==> src/rtl/conv_bcd_pkg.sv <==
// Shared definitions for the packed-BCD to binary converter: field codes, limits, FSM states.
// Latency: n/a (constants and types only).
// Backpressure: n/a.
package conv_bcd_pkg;

    // Field codes carried on campo
    localparam logic [2:0] CAMPO_SEG   = 3'd0;
    localparam logic [2:0] CAMPO_MIN   = 3'd1;
    localparam logic [2:0] CAMPO_HORA  = 3'd2;
    localparam logic [2:0] CAMPO_DIA   = 3'd3;
    localparam logic [2:0] CAMPO_MES   = 3'd4;
    localparam logic [2:0] CAMPO_ANIO  = 3'd5;
    localparam logic [2:0] CAMPO_SEMAN = 3'd6;
    localparam logic [2:0] CAMPO_CRUDO = 3'd7;

    // Legal range per field, inclusive
    localparam logic [6:0] SEG_MIN   = 7'd0;
    localparam logic [6:0] SEG_MAX   = 7'd59;
    localparam logic [6:0] MIN_MIN   = 7'd0;
    localparam logic [6:0] MIN_MAX   = 7'd59;
    localparam logic [6:0] HORA_MIN  = 7'd0;
    localparam logic [6:0] HORA_MAX  = 7'd23;
    localparam logic [6:0] DIA_MIN   = 7'd1;
    localparam logic [6:0] DIA_MAX   = 7'd31;
    localparam logic [6:0] MES_MIN   = 7'd1;
    localparam logic [6:0] MES_MAX   = 7'd12;
    localparam logic [6:0] ANIO_MIN  = 7'd0;
    localparam logic [6:0] ANIO_MAX  = 7'd99;
    localparam logic [6:0] SEMAN_MIN = 7'd1;
    localparam logic [6:0] SEMAN_MAX = 7'd7;
    // Raw field: full 7-bit span so the compare can never fire
    localparam logic [6:0] CRUDO_MIN = 7'd0;
    localparam logic [6:0] CRUDO_MAX = 7'd127;

    typedef struct packed {
        logic [6:0] min;
        logic [6:0] max;
    } limites_t;

    typedef enum logic [2:0] {
        IDLE    = 3'd0,
        DECENAS = 3'd1,
        SUMA    = 3'd2,
        VALIDA  = 3'd3,
        SALIDA  = 3'd4
    } estado_t;

endpackage

==> src/rtl/conv_bcd_binario_limite_campo.sv <==
// Field code to {min, max} legal-range lookup; campo in, lim out.
// Latency: combinational.
// Backpressure: none.
module limite_campo
    import conv_bcd_pkg::*;
(
    input  logic [2:0] campo,
    output limites_t   lim
);

    always_comb begin
        lim = '{min: CRUDO_MIN, max: CRUDO_MAX};
        case (campo)
            CAMPO_SEG:   lim = '{min: SEG_MIN,   max: SEG_MAX};
            CAMPO_MIN:   lim = '{min: MIN_MIN,   max: MIN_MAX};
            CAMPO_HORA:  lim = '{min: HORA_MIN,  max: HORA_MAX};
            CAMPO_DIA:   lim = '{min: DIA_MIN,   max: DIA_MAX};
            CAMPO_MES:   lim = '{min: MES_MIN,   max: MES_MAX};
            CAMPO_ANIO:  lim = '{min: ANIO_MIN,  max: ANIO_MAX};
            CAMPO_SEMAN: lim = '{min: SEMAN_MIN, max: SEMAN_MAX};
            default:     lim = '{min: CRUDO_MIN, max: CRUDO_MAX};
        endcase
    end

endmodule

==> src/rtl/conv_bcd_binario.sv <==
// Packed-BCD byte (tens/units) to 7-bit binary with digit check and, under CONV_BCD_RANGO_EN, per-field range check.
// Latency: out_valid registered on the 4th edge counting the accept edge; initiation interval 5 cycles.
// Backpressure: result held in SALIDA until out_ready; in_ready low from accept until release edge.
// Ports: clk/reset_n; in_valid/in_ready/dato_bcd/campo in; out_valid/out_ready/dato_bin/error_digito/error_rango out.
module conv_bcd_binario
    import conv_bcd_pkg::*;
#(
    parameter logic [6:0] DATO_INVALIDO = 7'h7F
) (
    input  logic       clk,
    input  logic       reset_n,
    input  logic       in_valid,
    output logic       in_ready,
    input  logic [7:0] dato_bcd,
    input  logic [2:0] campo,
    output logic       out_valid,
    input  logic       out_ready,
    output logic [6:0] dato_bin,
    output logic       error_digito,
    output logic       error_rango
);

    estado_t    estado, estado_d;
    logic [3:0] decenas_q, unidades_q;
    logic [6:0] acc_q;
    logic       err_dig_q;
    logic       rango_fuera;
    logic       acepta;
    logic       in_ready_d, out_valid_d, carga_salida;

    assign acepta = (estado == IDLE) && in_valid && in_ready;

    // State register
    always_ff @(posedge clk or negedge reset_n) begin
        if (!reset_n) estado <= IDLE;
        else          estado <= estado_d;
    end

    // Next-state logic
    always_comb begin
        estado_d = estado;
        case (estado)
            IDLE:    if (acepta) estado_d = DECENAS;
            DECENAS: estado_d = SUMA;
            SUMA:    estado_d = VALIDA;
            VALIDA:  estado_d = SALIDA;
            SALIDA:  if (out_ready) estado_d = IDLE;
            default: estado_d = IDLE;
        endcase
    end

    // Output decode: handshake outputs are registered from the next state,
    // so in_ready only rises on the first edge after reset is released.
    always_comb begin
        in_ready_d   = (estado_d == IDLE);
        out_valid_d  = (estado_d == SALIDA);
        carga_salida = (estado == VALIDA);
    end

    always_ff @(posedge clk or negedge reset_n) begin
        if (!reset_n) begin
            in_ready  <= 1'b0;
            out_valid <= 1'b0;
        end else begin
            in_ready  <= in_ready_d;
            out_valid <= out_valid_d;
        end
    end

`ifdef CONV_BCD_RANGO_EN
    logic [2:0] campo_q;
    limites_t   lim;

    always_ff @(posedge clk or negedge reset_n) begin
        if (!reset_n)    campo_q <= 3'd0;
        else if (acepta) campo_q <= campo;
    end

    limite_campo u_limite_campo (
        .campo (campo_q),
        .lim   (lim)
    );

    assign rango_fuera = (acc_q < lim.min) || (acc_q > lim.max);
`else
    logic unused_campo;
    assign unused_campo = ^campo;
    assign rango_fuera  = 1'b0;
`endif

    // Datapath: tens*10 built as tens*8 then + tens*2 + units over two steps.
    // With an invalid nibble acc may wrap, but the result is replaced anyway.
    always_ff @(posedge clk or negedge reset_n) begin
        if (!reset_n) begin
            decenas_q    <= 4'd0;
            unidades_q   <= 4'd0;
            acc_q        <= 7'd0;
            err_dig_q    <= 1'b0;
            dato_bin     <= 7'd0;
            error_digito <= 1'b0;
            error_rango  <= 1'b0;
        end else begin
            if (acepta) begin
                decenas_q  <= dato_bcd[7:4];
                unidades_q <= dato_bcd[3:0];
            end
            if (estado == DECENAS) begin
                acc_q     <= {decenas_q, 3'b000};
                err_dig_q <= (decenas_q > 4'd9) || (unidades_q > 4'd9);
            end
            if (estado == SUMA) begin
                acc_q <= acc_q + {2'b00, decenas_q, 1'b0} + {3'b000, unidades_q};
            end
            if (carga_salida) begin
                dato_bin     <= err_dig_q ? DATO_INVALIDO : acc_q;
                error_digito <= err_dig_q;
                // A bad digit makes the value meaningless, so it masks the range flag
                error_rango  <= !err_dig_q && rango_fuera;
            end
        end
    end

endmodule

==> config.mk <==
export PLATFORM = sky130hd
export DESIGN_NAME = conv_bcd_binario
export DESIGN_NICKNAME = d
export VERILOG_FILES = /design/src/rtl/conv_bcd_pkg.sv /design/src/rtl/conv_bcd_binario_limite_campo.sv /design/src/rtl/conv_bcd_binario.sv
export SDC_FILE = /design/constraint.sdc
export NUM_CORES = 1
export LEC_CHECK = 0
export CORE_ASPECT_RATIO = 1.25
export CORE_MARGIN = 5
export CORE_UTILIZATION = 55
export DETAILED_ROUTE_END_ITERATION = 10
export DONT_BUFFER_PORTS = 1
export PLACE_DENSITY_LB_ADDON = 0.2
export SYNTH_ARGS = -nofsm -noshare
export SYNTH_HDL_FRONTEND = slang
export SYNTH_HIERARCHICAL = 1
export SYNTH_SLANG_ARGS = --single-unit
==> constraint.sdc <==
create_clock -name clk -period 3.75 [get_ports clk]
set_input_delay 0.5625 -clock clk [delete_from_list [all_inputs] [get_ports clk]]
set_output_delay 0.5625 -clock clk [all_outputs]
set_load 0.05 [all_outputs]
==> results of run 1 <==
==> flip-flops by register name, summed over array words and instances, names as in the netlist <==
name,count
acc_q,7
dato_bin,7
decenas_q,4
unidades_q,4
estado,3
err_dig_q,1
error_digito,1
in_ready,1
out_valid,1
==> stage by stage <==
stage	setup slack (ps)	util [%]	instances	hold slack, ps
floorplan	1600	-	122	267
global placement	1480	57.1	152	268
detailed placement	1390	57.1	152	268
CTS	1360	60.0	161	26.1
global route	1240	60.0	161	14.8
finish	1380	60.0	161	33.9
==> final cells by class <==
cell class / instances / area share, %
Multi-Input combinational cell: 88 / 46.8
Sequential cell: 29 / 45.6
Tap cell: 34 / 2.67
Clock buffer: 5 / 2.36
Timing Repair Buffer: 1 / 1.26
Clock inverter: 3 / 1.10
Inverter: 1 / 0.236
==> final timing paths <==
kind,start,to,slack (ps)
max in group asynchronous,reset_n,dato_bin[0],3550
setup / recovery,decenas_q[0],acc_q[5],1380
hold / removal,reset_n,dato_bin[4],30
setup reg to reg,decenas_q[0],acc_q[5],1380
min in group clk,dato_bcd[7],decenas_q[3],350
hold reg to reg,unidades_q[0],unidades_q[0],510
==> critical path: cells and delay by family (launching register included) <==
kind	cells	cell delay [ps]
xor+xnor	1	180
flops	1	420
fa+ha+maj	3	1140
compound gates	3	480
==> routing by layer <==
layer | up-vias | GRT usage [%] | wire length (um)
met2 | 27 | 26.0 | 1280
met4 | 0 | 8.70 | 70
met3 | 9 | 6.89 | 169
met5 | - | 0 | 0
li1 | 441 | - | -
met1 | 431 | 18.1 | 1060
==> layout by cell type, fill, tap and decap left out <==
cell         n
buf_12       1
a21o_1       2
o21ai_2      7
nand3b_1     1
mux2_1       9
nor3_2       1
nor2b_1      2
fa_1         4
clkinvlp_4   1
o31ai_1      1
o21ai_0      3
nand2_2      8
nand2_1      5
nor3b_2      1
a22o_1       3
nand3b_4     1
inv_1        1
dfrtp_1     29
ha_1         7
nand3_2      1
nor2_1      10
conb_1       1
o21ai_1      2
xnor2_1      2
nor2_2       2
a211oi_1     3
nor2_8       1
a21oi_1      4
or2_1        1
clkbuf_4     5
clkinv_2     2
xor2_1       2
nor3b_4      1
nor4bb_1     1
a31oi_1      2
==> repair_timing <==
item / CTS / global route
hold endpoints to repair: 29 / 0
gates resized for setup: 0 / 0
hold buffers: 1 / 0
==> cell families (layout without fill, tap and decap cells) <==
logic type                 Yosys count  after routing  synth area share [%]
AOI/OAI and AO/OA                   27             27                  12.6
xor gates and xnor gates             4              4                  2.32
adders and majority gates           11             11                  11.1
buffers and inverters                5             10                  2.73
DFF                                 29             29                  48.0
muxes                                9              9                  6.71
other                                1              1                 0.248
and+or+nand+nor                     36             36                  16.3
==> flow_summary.json, run 1 <==
{
  "crit_chain": "fa_1, ha_1, fa_1, a21o_1, a21oi_1, xor2_1, a21oi_1",
  "post-cts-setup-buffers": 0,
  "wl_per_cell_um": 16.0,
  "max-clock-path-buffers": 2,
  "core_area_um2": 2650,
  "drive_gt1_share_pct": 25.2,
  "critPathMaxStageDelay_ps": 490,
  "hold_class": "in2async",
  "synth_area_per_cell_um2": 12.4,
  "drc": 0,
  "antenna_found_initial": 0,
  "cpMaxStageDelayCell": "fa_1",
  "async_flop_share_pct": 100,
  "grt_pass1_vias": 981,
  "grt_usage_pct": 16.1,
  "cts_max_level": 2,
  "cts_tree": "built",
  "crit_path_max_fanout": 3,
  "synth_top_area_share_pct": 48.0,
  "placed_area_um2": 1520,
  "synth_flop_cell": "dfrtp_1",
  "clk_pin_slew_ps": 90,
  "cts_buffers": 5,
  "fmax_ghz": 0.421,
  "fin_setup_tns_ps": 0,
  "io_pins": 26,
  "vias_per_cell": 5.64,
  "synth_nets": 148,
  "num_vias": 908,
  "placementRows": 21,
  "grt_max_degree": 30,
  "design_area_um2": 1590,
  "synthTopCellsByArea": "dfrtp_1 (48%), mux2_1 (6.7%), ha_1 (5.8%)",
  "drt-total-wl_um": 2580,
  "required_ps": 3930,
  "finalHoldViolCount": 0,
  "synth_cell_types": 35,
  "grt_overflow": 0,
  "area_growth_pct": 5.30,
  "clock-sinks": 29,
  "synth_edf_count": 0,
  "layout.area.seq_um2": 726,
  "start_util_pct": 57.0,
  "synth_area_leader_cell": "dfrtp_1",
  "start_kind": "register",
  "synthCells": 122,
  "grt_pass1_wl_um": 4650,
  "skew_ps": 6.81,
  "ys_seq_area_share_pct": 48.0,
  "dr.pass1.iters": 6,
  "end_kind": "register",
  "yosys-top-cells-count": "dfrtp_1 (29), nor2_1 (10), mux2_1 (9)",
  "nFillCells": 219,
  "syn-cell-area_um2": 1510,
  "worstMarginPinSlew_ps": 759,
  "die_y_um": 68.6,
  "drt_iter0_drc": 23,
  "die_w_um": 56.9,
  "die_area_um2": 3900,
  "yosysMostFrequentCell": "dfrtp_1",
  "globalplace.congestion": 0.718,
  "drv_cap": 0,
  "crit_type": "reg2reg",
  "run_status": "finished clean",
  "ff2ff_path_depth": 7,
  "postRouteAntennaNets": 0,
  "slew_headroom_pct": 49.2,
  "crit_arrival_ps": 2560,
  "cts_root_buf": "clkbuf_4",
  "multi_input_area_um2": 744,
  "finalSetupViolCount": 0,
  "rsz0062_at_grt": "no",
  "hpwlAfterDp_um": 1950,
  "insertion_delay_ps": 330,
  "ys.warnings.count": 6,
  "numPortBuffers": 0,
  "timing.final.crit_share_pct": 63.3,
  "drv_slew": 0,
  "fin_nets": 152,
  "antenna_cells": 0,
  "ys_seq_elements": 29,
  "finalCriticalPeriod_ps": 2370
}
Power of run 1 is left out: the tool's default activity adds up to more than one toggle a clock period on the data nets, which glitch-free logic cannot reach.
==> run 2: changes to the inputs <==
Clock period 3.75 ns to 2.02 ns, I/O delays scaled along.
==> flow_summary.json, run 2 (same netlist as run 1, synthesis figures left out) <==
{
  "run_status": "finished with violations",
  "violations": "negative setup slack",
  "grt_pass1_vias": 1093,
  "drive_gt1_share_pct": 37.8,
  "die_y_um": 68.6,
  "antenna_found_initial": 0,
  "drt-total-wl_um": 2830,
  "grt_pass1_wl_um": 4940,
  "min_from": "dato_bcd[7]",
  "drv_cap": 0,
  "max-clock-path-buffers": 2,
  "placementRows": 21,
  "drv_slew": 0,
  "grt_usage_pct": 16.9,
  "drc": 0,
  "dr.pass1.iters": 4,
  "timing.final.crit_share_pct": 107,
  "required_ps": 2240,
  "area_growth_pct": 19.3,
  "layout_commonest_cell": "dfrtp_1",
  "cts_max_level": 2,
  "drt_iter0_drc": 20,
  "reg2reg_from": "unidades_q[2]",
  "instances_no_fill": 177,
  "core_area_um2": 2650,
  "finalHoldViolCount": 0,
  "crit_type": "reg2reg",
  "cts_root_buf": "clkbuf_4",
  "die_w_um": 56.9,
  "clock-sinks": 29,
  "start_kind": "register",
  "hold_class": "in2reg",
  "biggestRegsByFlops": "acc_q x7, dato_bin x7",
  "antenna_cells": 0,
  "fin_nets": 168,
  "grt_overflow": 0,
  "start_util_pct": 57.0,
  "cts_buffers": 5,
  "crit_path_max_fanout": 2,
  "utilization_pct": 67.9,
  "crit_start": "unidades_q[2]",
  "finalSetupViolCount": 4,
  "hpwlAfterDp_um": 1960,
  "num_vias": 1010,
  "globalplace.congestion": 0.798,
  "die_area_um2": 3900,
  "rsz0062_at_grt": "yes",
  "crit_arrival_ps": 2380,
  "insertion_delay_ps": 330,
  "placed_cells": 164,
  "layout_setup_ws_ps": -147,
  "postRouteAntennaNets": 0,
  "layout_common_cells": "dfrtp_1 (29), buf_4 (15), nor2_1 (9), mux2_1 (9), nand2_2 (8)",
  "fin_setup_tns_ps": -381,
  "end_kind": "register",
  "fmax_ghz": 0.462,
  "numPortBuffers": 0,
  "vias_per_cell": 5.71,
  "io_pins": 26,
  "clk_pin_slew_ps": 100,
  "wl_per_cell_um": 16.0,
  "finalCriticalPeriod_ps": 2170,
  "cts_tree": "built",
  "grt_max_degree": 30,
  "skew_ps": 12.5
}
==> run 2: layout make-up <==
| type | count | area, um^2 |
|---|---|---|
| clock buffers | 7 | 55.1 |
| clock inverters | 1 | 30.0 |
| fillers | 186 | 851 |
| inverters | 1 | 3.75 |
| multi-input cells | 88 | 803 |
| flip-flops and latches | 29 | 726 |
| well taps | 34 | 42.5 |
| repair buffers | 17 | 143 |
==> run 2: metrics by stage <==
step           hold slack (ps)  cell area [um^2]  worst slack [ps]
4_1_cts                   86.5              1780              -120
5_1_grt                   88.4              1800              -227
2_1_floorplan             7.41              1520             -12.1
6_report                   102              1800              -147
3_5_place_dp              8.11              1620              -120
3_3_place_gp              8.09              1620             -66.9
==> run 2: metal layers <==
metal / up-vias / track usage [%] / part of all wire [%]
li1: 468 / - / -
met1: 481 / 19.4 / 40
met2: 46 / 28.1 / 50
met3: 15 / 5.21 / 6.4
met4: 0 / 9.57 / 3.7
met5: - / 0 / 0
==> run 2: worst max-delay path, stage by stage, from the launching register on <==
cell and delay (ps):
dfrtp_1 410, fa_1 520, buf_4 170, ha_4 240
a211oi_4 300, o31ai_2 120, xor2_1 150, a21o_1 160
==> run 2: worst paths after layout <==
kind,to,slack (ps),cells after the start
max,acc_q[6],-150,7
min,decenas_q[3],100,1
max reg2reg,acc_q[6],-150,7
min reg2reg,unidades_q[0],500,1
max in group asynchronous,dato_bin[6],1430,2
min in group asynchronous,err_dig_q,420,2
==> run 2: timing repair <==
action | CTS | global route
hold endpoints to repair | 29 | 0
pin swaps | 0 | 8
setup buffers | 2 | 1
endpoints found under the setup margin | 3 | 4
resized for setup | 4 | 3
hold buffers | 2 | 0
Power of run 2 is left out for the same reason.
==> run 3: changes to the inputs <==
Settings changed: CORE_ASPECT_RATIO 1.25 to 1.2, CORE_UTILIZATION 55 to 40.
==> flow_summary.json, run 3 (same netlist as run 1, synthesis figures left out) <==
{
  "run_status": "finished with violations",
  "violations": "negative setup slack",
  "hold_depth": 1,
  "area_growth_pct": 20.0,
  "cts_max_level": 2,
  "required_ps": 2190,
  "grt_usage_pct": 12.7,
  "insertion_delay_ps": 280,
  "placementRows": 24,
  "drive_gt1_share_pct": 37.1,
  "rsz0062_at_grt": "yes",
  "fmax_ghz": 0.480,
  "clock-sinks": 29,
  "globalplace.congestion": 0.699,
  "grt_max_degree": 30,
  "hold_class": "in2reg",
  "skew_ps": 5.65,
  "drt_iter0_drc": 26,
  "grt_pass1_wl_um": 4770,
  "dr.pass1.iters": 4,
  "drc": 0,
  "numPortBuffers": 0,
  "cts_tree": "built",
  "grt_overflow": 0,
  "reg2reg_slack_ps": -60,
  "reg2reg_from": "decenas_q[0]",
  "cts_root_buf": "clkbuf_8",
  "ff2ff_path_depth": 7,
  "die_w_um": 66.1,
  "drt-total-wl_um": 2710,
  "worst_hold_path.endpoint": "decenas_q[2]",
  "min_from": "dato_bcd[6]",
  "clk_pin_slew_ps": 60,
  "drv_cap": 0,
  "hpwlAfterDp_um": 2030,
  "wl_per_cell_um": 13.9,
  "crit_arrival_ps": 2250,
  "end_kind": "register",
  "utilization_pct": 49.9,
  "dp_slack_ps": -90.4,
  "finalSetupViolCount": 3,
  "layout_commonest_cell": "dfrtp_1",
  "postRouteAntennaNets": 0,
  "drv_slew": 0,
  "die_y_um": 77.3,
  "crit_type": "reg2reg",
  "fin_setup_tns_ps": -74.3,
  "finalHoldViolCount": 0,
  "core_area_um2": 3630,
  "num_vias": 960,
  "finalCriticalPeriod_ps": 2080,
  "layout_setup_ws_ps": -61.5,
  "vias_per_cell": 4.92,
  "cts_buffers": 5,
  "antenna_found_initial": 0,
  "timing.final.crit_share_pct": 103,
  "crit_path_max_fanout": 2,
  "r2r_end": "acc_q[5]",
  "fin_nets": 168,
  "grt_pass1_vias": 1033,
  "biggestRegsByFlops": "acc_q x7, dato_bin x7",
  "max-clock-path-buffers": 2,
  "io_pins": 26,
  "holdWs_ps": 147,
  "antenna_cells": 0,
  "start_util_pct": 41.6,
  "die_area_um2": 5110,
  "start_kind": "register",
  "layout_common_cells": "dfrtp_1 (29), buf_4 (15), nor2_1 (10)"
}
-- run 3: repair_timing --
| item | in CTS | in global routing |
|---|---|---|
| resized for setup | 2 | 2 |
| pin swaps | 2 | 6 |
| hold buffers | 2 | 0 |
| setup buffers | 0 | 1 |
| endpoints found under the hold margin | 29 | 0 |
| setup endpoints to repair | 3 | 4 |
-- run 3: through the flow --
stage	std cells	cell area [um^2]
6_report	195	1810
5_1_grt	195	1810
4_1_cts	194	1790
3_5_place_dp	184	1650
3_3_place_gp	184	1650
2_1_floorplan	122	1520
-- run 3: worst max path at each step --
stage               slack, ps  cells past startpoint         start        to
floorplan                 -10                      7      acc_q[1]  acc_q[5]
global placement          -80                      6  decenas_q[1]  acc_q[6]
detailed placement        -90                      7      acc_q[1]  acc_q[5]
CTS                       -90                      7  decenas_q[0]  acc_q[5]
global route             -170                      7  decenas_q[0]  acc_q[5]
finish                    -60                      7  decenas_q[0]  acc_q[5]
-- run 3: per-layer routing --
metal / global-route usage (%) / wire, um / vias to the layer above
li1: - / - / 465
met1: 14.5 / 1150 / 468
met2: 19.6 / 1350 / 22
met3: 5.49 / 140 / 5
met4: 7.32 / 67 / 0
met5: 0 / 0 / -
-- run 3: area by class of cell --
| class | count | area, um^2 |
|---|---|---|
| timing repair buffer | 17 | 143 |
| fill | 348 | 1820 |
| inverter | 1 | 3.75 |
| sequential | 29 | 726 |
| tap | 52 | 65.1 |
| clock inverter | 1 | 5.00 |
| multi-input combinational | 88 | 776 |
| clock buffer | 7 | 96.3 |
-- run 3: worst max-delay path, cell delays in order (launching register included) --
cell	delay [ps]
dfrtp_1	400
fa_2	500
ha_4	190
fa_2	350
a21o_1	170
a21oi_2	130
xor2_1	150
a21oi_1	70
Power of run 3 is left out for the same reason.
